==> src/rtl/ccff_mon_pkg.sv <==
// Shared types and CRC-16 helper for the configuration-chain readback monitor.
package ccff_mon_pkg;

  typedef enum logic [1:0] {
    ST_IDLE  = 2'd0,
    ST_RUN   = 2'd1,
    ST_CHECK = 2'd2,
    ST_DONE  = 2'd3
  } mon_state_e;

  localparam logic [15:0] CRC16_POLY_DEFAULT = 16'h1021;
  localparam logic [15:0] CRC16_INIT_DEFAULT = 16'hFFFF;

  // One serial CRC-16 step, MSB-first, x^16 term implicit in poly.
  function automatic logic [15:0] crc16_step(input logic [15:0] crc,
                                             input logic        din,
                                             input logic [15:0] poly);
    logic fb;
    fb = crc[15] ^ din;
    return {crc[14:0], 1'b0} ^ (fb ? poly : 16'h0000);
  endfunction

endpackage

==> src/rtl/ccff_readback_monitor_if.sv <==
// Chain-tail / golden-signature / verdict bundle of the readback monitor.
interface ccff_readback_monitor_if #(
  parameter int unsigned CNT_W = 16
);
  logic             start_i;
  logic             shift_en_i;
  logic             ccff_tail_i;
  logic             sig_shift_i;
  logic             sig_tdi_i;
  logic             busy_o;
  logic             done_o;
  logic             pass_o;
  logic             fail_o;
  logic [CNT_W-1:0] bit_cnt_o;
  logic [15:0]      crc_o;

  modport master (
    output start_i, shift_en_i, ccff_tail_i, sig_shift_i, sig_tdi_i,
    input  busy_o, done_o, pass_o, fail_o, bit_cnt_o, crc_o
  );

  modport slave (
    input  start_i, shift_en_i, ccff_tail_i, sig_shift_i, sig_tdi_i,
    output busy_o, done_o, pass_o, fail_o, bit_cnt_o, crc_o
  );
endinterface

==> src/rtl/crc16_serial.sv <==
// Serial CRC-16 register: init has priority over en, one bit per enabled cycle.
module crc16_serial
  import ccff_mon_pkg::*;
#(
  parameter logic [15:0] POLY = CRC16_POLY_DEFAULT,
  parameter logic [15:0] INIT = CRC16_INIT_DEFAULT
) (
  input  logic        clk_i,
  input  logic        rst_ni,
  input  logic        init_i,
  input  logic        en_i,
  input  logic        din_i,
  output logic [15:0] crc_o
);

  logic [15:0] crc_d, crc_q;

  always_comb begin
    crc_d = crc_q;
    if (init_i) begin
      crc_d = INIT;
    end else if (en_i) begin
      crc_d = crc16_step(crc_q, din_i, POLY);
    end
  end

  always_ff @(posedge clk_i) begin
    if (!rst_ni) begin
      crc_q <= INIT;
    end else begin
      crc_q <= crc_d;
    end
  end

  assign crc_o = crc_q;

endmodule

==> src/rtl/ccff_readback_monitor.sv <==
// Folds the config-chain tail into a CRC-16 and compares it with a JTAG-loaded golden signature.
// Optional CCFF_MON_OVERRUN_EN: shifts seen in CHECK/DONE poison the next verdict.
module ccff_readback_monitor
  import ccff_mon_pkg::*;
#(
  parameter int unsigned CHAIN_LEN = 1024,
  parameter int unsigned CNT_W     = 16,
  parameter logic [15:0] CRC_POLY  = CRC16_POLY_DEFAULT,
  parameter logic [15:0] CRC_INIT  = CRC16_INIT_DEFAULT
) (
  input logic                    tck_i,
  input logic                    rst_ni,
  ccff_readback_monitor_if.slave bus
);

  mon_state_e       state_d, state_q;
  logic [CNT_W-1:0] cnt_d, cnt_q;
  logic [15:0]      golden_d, golden_q;
  logic             pass_d, pass_q;
  logic             fail_d, fail_q;
  logic [15:0]      crc;
  logic             crc_init;
  logic             crc_en;
  logic             ovr_hit;

  crc16_serial #(
    .POLY (CRC_POLY),
    .INIT (CRC_INIT)
  ) u_crc (
    .clk_i  (tck_i),
    .rst_ni (rst_ni),
    .init_i (crc_init),
    .en_i   (crc_en),
    .din_i  (bus.ccff_tail_i),
    .crc_o  (crc)
  );

`ifdef CCFF_MON_OVERRUN_EN
  logic ovr_d, ovr_q;

  always_comb begin
    ovr_d = ovr_q;
    if (bus.start_i) begin
      ovr_d = 1'b0;
    end else if (bus.shift_en_i && (state_q == ST_CHECK || state_q == ST_DONE)) begin
      ovr_d = 1'b1;
    end
  end

  always_ff @(posedge tck_i) begin
    if (!rst_ni) begin
      ovr_q <= 1'b0;
    end else begin
      ovr_q <= ovr_d;
    end
  end

  // A shift landing in the CHECK cycle itself must already spoil that verdict.
  assign ovr_hit = ovr_q | (bus.shift_en_i && state_q == ST_CHECK);
`else
  assign ovr_hit = 1'b0;
`endif

  always_comb begin
    state_d  = state_q;
    cnt_d    = cnt_q;
    golden_d = golden_q;
    pass_d   = pass_q;
    fail_d   = fail_q;
    crc_init = 1'b0;
    crc_en   = 1'b0;
    // start outranks every state, so an abort in RUN/CHECK is just a fresh start
    if (bus.start_i) begin
      state_d  = ST_RUN;
      crc_init = 1'b1;
      cnt_d    = '0;
      pass_d   = 1'b0;
      fail_d   = 1'b0;
    end else begin
      unique case (state_q)
        ST_IDLE, ST_DONE: begin
          if (bus.sig_shift_i) begin
            golden_d = {golden_q[14:0], bus.sig_tdi_i};
          end
        end
        ST_RUN: begin
          if (bus.shift_en_i) begin
            crc_en = 1'b1;
            cnt_d  = cnt_q + CNT_W'(1);
            if (cnt_d == CNT_W'(CHAIN_LEN)) begin
              state_d = ST_CHECK;
            end
          end
        end
        ST_CHECK: begin
          pass_d  = (crc == golden_q) && !ovr_hit;
          fail_d  = !pass_d;
          state_d = ST_DONE;
        end
        default: ;
      endcase
    end
  end

  always_ff @(posedge tck_i) begin
    if (!rst_ni) begin
      state_q  <= ST_IDLE;
      cnt_q    <= '0;
      golden_q <= '0;
      pass_q   <= 1'b0;
      fail_q   <= 1'b0;
    end else begin
      state_q  <= state_d;
      cnt_q    <= cnt_d;
      golden_q <= golden_d;
      pass_q   <= pass_d;
      fail_q   <= fail_d;
    end
  end

  assign bus.busy_o    = (state_q == ST_RUN) || (state_q == ST_CHECK);
  assign bus.done_o    = (state_q == ST_DONE);
  assign bus.pass_o    = pass_q;
  assign bus.fail_o    = fail_q;
  assign bus.bit_cnt_o = cnt_q;
  assign bus.crc_o     = crc;

endmodule

==> src/flat_wrapper.sv <==
// flat-port wrapper written by rule: the top's interface ports become plain ports
module ccff_readback_monitor_flat import ccff_mon_pkg::*;
#(
  parameter int unsigned CHAIN_LEN = 1024,
  parameter int unsigned CNT_W     = 16,
  parameter logic [15:0] CRC_POLY  = CRC16_POLY_DEFAULT,
  parameter logic [15:0] CRC_INIT  = CRC16_INIT_DEFAULT
)
  (tck_i, rst_ni, bus_start_i, bus_shift_en_i, bus_ccff_tail_i, bus_sig_shift_i, bus_sig_tdi_i, bus_busy_o, bus_done_o, bus_pass_o, bus_fail_o, bus_bit_cnt_o, bus_crc_o);
  ccff_readback_monitor_if #(.CNT_W(CNT_W)) bus_i ();
  input logic tck_i;
  input logic rst_ni;
  input wire logic [$bits(bus_i.start_i)-1:0] bus_start_i;
  input wire logic [$bits(bus_i.shift_en_i)-1:0] bus_shift_en_i;
  input wire logic [$bits(bus_i.ccff_tail_i)-1:0] bus_ccff_tail_i;
  input wire logic [$bits(bus_i.sig_shift_i)-1:0] bus_sig_shift_i;
  input wire logic [$bits(bus_i.sig_tdi_i)-1:0] bus_sig_tdi_i;
  output wire logic [$bits(bus_i.busy_o)-1:0] bus_busy_o;
  output wire logic [$bits(bus_i.done_o)-1:0] bus_done_o;
  output wire logic [$bits(bus_i.pass_o)-1:0] bus_pass_o;
  output wire logic [$bits(bus_i.fail_o)-1:0] bus_fail_o;
  output wire logic [$bits(bus_i.bit_cnt_o)-1:0] bus_bit_cnt_o;
  output wire logic [$bits(bus_i.crc_o)-1:0] bus_crc_o;
  assign bus_i.start_i = bus_start_i;
  assign bus_i.shift_en_i = bus_shift_en_i;
  assign bus_i.ccff_tail_i = bus_ccff_tail_i;
  assign bus_i.sig_shift_i = bus_sig_shift_i;
  assign bus_i.sig_tdi_i = bus_sig_tdi_i;
  assign bus_busy_o = bus_i.busy_o;
  assign bus_done_o = bus_i.done_o;
  assign bus_pass_o = bus_i.pass_o;
  assign bus_fail_o = bus_i.fail_o;
  assign bus_bit_cnt_o = bus_i.bit_cnt_o;
  assign bus_crc_o = bus_i.crc_o;
  ccff_readback_monitor #(.CHAIN_LEN(CHAIN_LEN), .CNT_W(CNT_W), .CRC_POLY(CRC_POLY), .CRC_INIT(CRC_INIT)) u_core (.tck_i(tck_i), .rst_ni(rst_ni), .bus(bus_i));
endmodule
==> config.mk <==
export PLATFORM = sky130hd
export DESIGN_NAME = ccff_readback_monitor_flat
export DESIGN_NICKNAME = d
export VERILOG_FILES = /design/src/rtl/ccff_mon_pkg.sv /design/src/rtl/ccff_readback_monitor_if.sv /design/src/rtl/crc16_serial.sv /design/src/rtl/ccff_readback_monitor.sv /design/src/flat_wrapper.sv
export SDC_FILE = /design/constraint.sdc
export NUM_CORES = 1
export LEC_CHECK = 0
export CORE_MARGIN = 2
export CORE_UTILIZATION = 47
export CTS_CLUSTER_DIAMETER = 60
export DETAILED_ROUTE_END_ITERATION = 7
export PLACE_DENSITY = 0.86
export RECOVER_POWER = 50
export SYNTH_ARGS = -nofsm -noshare
export SYNTH_HDL_FRONTEND = slang
export SYNTH_SLANG_ARGS = --single-unit
==> constraint.sdc <==
create_clock -name tck_i -period 1.8 [get_ports tck_i]
set_input_delay 0.36 -clock tck_i [delete_from_list [all_inputs] [get_ports tck_i]]
set_output_delay 0.36 -clock tck_i [all_outputs]
set_load 0.01 [all_outputs]
# Yosys cells after proc, flatten, opt, wreduce, memory -nomap -nowiden
# Index checks and enable logic that the tools add are counted.
# W data, S select, Z words.
# word_totals
regBits,52
romBits,0
ram_bits,0
input_bits,7
n_memories,0
wordCells,42
latch_bits,0
# classes
add_sub_neg,1
n_eq_ne,9
n_mul,0
mux,9
bitwise,4
shift,0
div_mod_pow,0
n_reduce_logical,12
magnitude_cmp,0
# ops
cell,n
$add A16 B1 Y16 const B,1
$eq A16 B11 Y1 const B,1
$eq A16 B16 Y1,1
$xor A16 B13 Y16,1
$mux W13,1
$reduce_and A3 Y1,3
$reduce_or A2 Y1,3
$mux W1,5
$eq A2 B2 Y1 const B,2
$mux W2,2
$pmux W2 S2,1
$ne A3 B2 Y1 const B,1
$ne A3 B3 Y1 const B,1
$reduce_bool A3 Y1,1
$eq A2 B1 Y1 const B,1
$logic_not A2 Y1,1
$ne A2 B1 Y1 const B,1
$ne A2 B2 Y1 const B,1
$not A1 Y1,2
$reduce_and A2 Y1,1
$reduce_bool A2 Y1,1
$logic_not A1 Y1,1
$logic_or A1 B1 Y1,1
$xor A1 B1 Y1,1

# Logic depth before layout (Yosys ltp)
# depth
depth_word,6
depth_mapped,9
ltp_nobuf,8

# Modules after synthesis
# From an unflattened synthesis, not the netlist that was laid out.
# hier_totals
cells_unflattened,291
hier_area_um2,2632.5
# by_module_without_submodules
mod,cells_each,area_per_inst_um2,seq_area_each_um2,n_inst
ccff_readback_monitor,234,2001.9,720.7,1
crc16_serial,57,630.6,320.3,1

# Worst setup path after synthesis
# OpenSTA, ideal clock, no wires.
# synth_path
kind,register -> register
startpoint,register u_core.cnt_q[3] (netlist: u_core.bus.bit_cnt_o[3])
endpoint,register u_core.state_q[0]
slack_ns,0.093
t_required_ns,1.673
setup_time_ns,0.127
stages_incl_launch_ff,6
arrival_time_ns,1.581
n_path_buf,0
cell_sequence,dfxtp_1 -> or4_1 -> o32a_1 -> o22ai_2 -> and3_1 -> o221ai_2
# synth_via
elab_chain_cells,4
# synth_lines
element,line,text
from (decl),ccff_readback_monitor.sv:17,"logic [CNT_W-1:0] cnt_d, cnt_q;"
from (signal assigned),ccff_readback_monitor.sv:114,cnt_q <= cnt_d;
$add A16 B1 Y16,ccff_readback_monitor.sv:89,cnt_d = cnt_q + CNT_W'(1);
$eq A16 B11 Y1,ccff_readback_monitor.sv:90,if (cnt_d == CNT_W'(CHAIN_LEN)) begin
$ne A3 B2 Y1 (no line),--,
$reduce_and A3 Y1 (no line),--,
to (signal assigned),ccff_readback_monitor.sv:113,state_q <= state_d;
to (decl),ccff_readback_monitor.sv:16,"mon_state_e state_d, state_q;"
# No other way between the ends.
# A chain may end at the register's enable or synchronous reset.

# Worst setup path in the final report
# Ends and elaborated chain as after synthesis.

==> flow_summary.ini <==
[sta]
finalCriticalPeriod_ps = 1730
setup_viol = 0
drv_slew = 0
finClkSkew_ps = 10.00
slew_headroom_pct = 73.91
timing.fmax_mhz = 577.9
tightest_slew_ps = 391.4
worst_slack_ps = 69.70
hold_violations = 0
worst_hold_slack_ps = 484.2
finalCritPeriodShare_pct = 96.13

[worst_setup_path]
critPathLaunch = u_core.bus.bit_cnt_o[3]
critical_path_buf_inv_count = 0
crit_chain = or4_4 -> o32a_1 -> o22ai_2 -> and3_4 -> o221ai_2
cp.depth = 5
slowest_delay_ps = 530
path_class = register to register
path_delay_family = simple AND/OR/NAND/NOR gates
path_max_fanout = 5
reg2reg_to = u_core.state_q[0]
crit_slowest_cell = or4_4
reg2reg_depth = 5
endpoint_kind = register
cp.arrival_ps = 1920
startpoint_type = register
worstPathRequired_ps = 1990
cp-endpoint = u_core.state_q[0]
reg2reg_from = u_core.bus.bit_cnt_o[3]
r2r_slack_ps = 70

[drt]
dr.pass1.iters = 4
vias_per_cell = 5.171
wl_um = 5505
wire_per_inst_um = 13.43
drtIter0Drc = 77
dr_total_vias = 2120
drcViolationCount = 0
drt.antenna.violating_nets = 0

[place]
dp_slack_ps = -111.0
place.port_buffers = 42
routabilityCongestion = 0.8510
post-dp-hpwl_um = 3945

[floorplan]
die_w_um = 75.20
die_h_um = 75.20
initial_core_util_pct = 49.45
fp.dieArea_um2 = 5654
ios = 43
fp.coreArea_um2 = 4817
num_rows = 25

[clock_network]
cts_made_buffers = 5
insertion_delay_ps = 310
cts_tree = done
htree_levels = 2
clockRootBuffer = clkbuf_8
clock_tree.buffer_depth = 2
cts_sinks = 52
postCtsHoldBufs = 0
cts.clk_slew.worst_paths_ps = 90

[logic_synthesis]
synth_common_cells = 78 x nand2_1, 52 x dfxtp_1, 24 x xnor2_1
syn_area_um2 = 2382
ys_async_sr_fraction_pct = 0
ys.flop_type = dfxtp_1
synth.avg_cell_area_um2 = 8.272
yosysSeqAreaShare_pct = 43.70
ys_ff_latch = 52
synth-edff-count = 0
yosysMostFrequentCell = nand2_1
synth_cell_type_count = 36
yosys.area.top_type = dfxtp_1
synth_top_area_share_pct = 43.70
synth.area.top_cells = dfxtp_1 44%, nand2_1 12%, xnor2_1 8.8%
ys_warn_count = 0
synthCells = 288
syn_nets = 299

[flow_run]
cap_violations = 0

[global_route]
grt_max_degree = 20
grt-ovfl-total = 0
antenna_found_initial = 0
grt_pass1_wl_um = 9349
first_global_vias = 2003
grt_use_total_pct = 21.48

[final_layout]
antenna_cells = 0
area_growth_pct = 29.04
final_layout_size_suffix_gt1_share_pct = 12.54
fin_nets = 353
post-route-util_pct = 63.82

[power]
power_w = 0.002074
peakVddDrop_mv = 0.4292
leakage_nw = 1.156
power.density_nw_per_um2 = 674.8

[worst_hold_path]
hp-start = u_core.bus.bit_cnt_o[1]
hold_path_class = register to register

[status]
outcome = finished, final reports clean
## sequential cells by signal, summed over array words and instances (netlist names)
register	flops
u_core.bus.bit_cnt_o	16
u_core.bus.fail_o	1
u_core.bus.pass_o	1
u_core.golden_q	16
u_core.state_q	2
u_core.u_crc.crc_o	16
## worst reg2reg max path, stage by stage (launching register included)
cell	delay, ps
dfxtp_2	350
or4_4	530
o32a_1	310
o22ai_2	140
and3_4	210
o221ai_2	70
## placed cells by master (no fill, tap or decap), drive strengths merged, types with 4 or more instances in the layout
cell type,count
a21oi,4
ha,4
nand4,8
nand3,23
clkdlybuf4s50,39
nor2,21
clkbuf,9
nand2,78
xor2,13
xnor2,24
inv,6
a21boi,16
buf,15
and3,5
dfxtp,52
## final cells by class
| type | instances | area [um2] |
|---|---|---|
| flip-flops and latches | 52 | 1050 |
| inverters | 6 | 22.52 |
| clock inverters | 2 | 10.01 |
| multi-input cells | 217 | 1280 |
| well taps | 67 | 83.83 |
| clock buffers | 6 | 82.58 |
| repair buffers | 60 | 545.5 |
| fillers | 423 | 1743 |
## per-layer routing
metal  part of all wire (%)  vias to the layer above  routed length, um  GRT usage (%)
met1                     44                      992               2431          26.75
met3                    4.3                       11                235          4.685
li1                       -                     1059                  -              -
met5                      0                        -                  0              0
met2                     50                       58               2735          36.94
met4                    1.9                        0                103          7.212
## metrics by stage
| step | TNS [ps] | instance area (um2) | cells |
|---|---|---|---|
| after floorplan | 0 | 2382 | 288 |
| after global placement | -150.7 | 2972 | 402 |
| after detailed placement | -285.4 | 2972 | 402 |
| after CTS | 0 | 3064 | 410 |
| after global routing | -10.44 | 3074 | 410 |
| final | 0 | 3074 | 410 |
## worst min-delay path by stage
stage                         endpoint  cells after the start
6_report       u_core.bus.bit_cnt_o[1]                      2
5_1_grt            u_core.golden_q[15]                      2
4_1_cts            u_core.golden_q[15]                      2
3_5_place_dp       u_core.golden_q[15]                      2
3_3_place_gp        u_core.golden_q[5]                      2
2_1_floorplan       u_core.golden_q[5]                      2
## power by group
part | switching (W) | total [W] | internal [W] | leakage [nW]
logic | 0.000103 | 0.000194 | 0.0000915 | 0.681
clock network | 0.000385 | 0.000693 | 0.000308 | 0.0510
registers | 0.0000205 | 0.00119 | 0.00117 | 0.424
total | 0.000509 | 0.00207 | 0.00157 | 1.16
## kinds of logic after synthesis
| group | count (synthesis) | share of synthesized area (%) |
|---|---|---|
| compound gates | 30 | 9.821 |
| flops | 52 | 43.70 |
| buf+inv | 19 | 3.046 |
| simple gates | 146 | 27.73 |
| xor+xnor | 37 | 13.60 |
| fa+ha+maj | 4 | 2.101 |
## what timing repair did
action	in CTS	in global routing
endpoints found under the setup margin	1	3
setup buffers	0	0
gates resized for setup	2	9
cloned	0	0
pin swaps	0	1
Note: power is estimated with default switching activity, not from simulation.
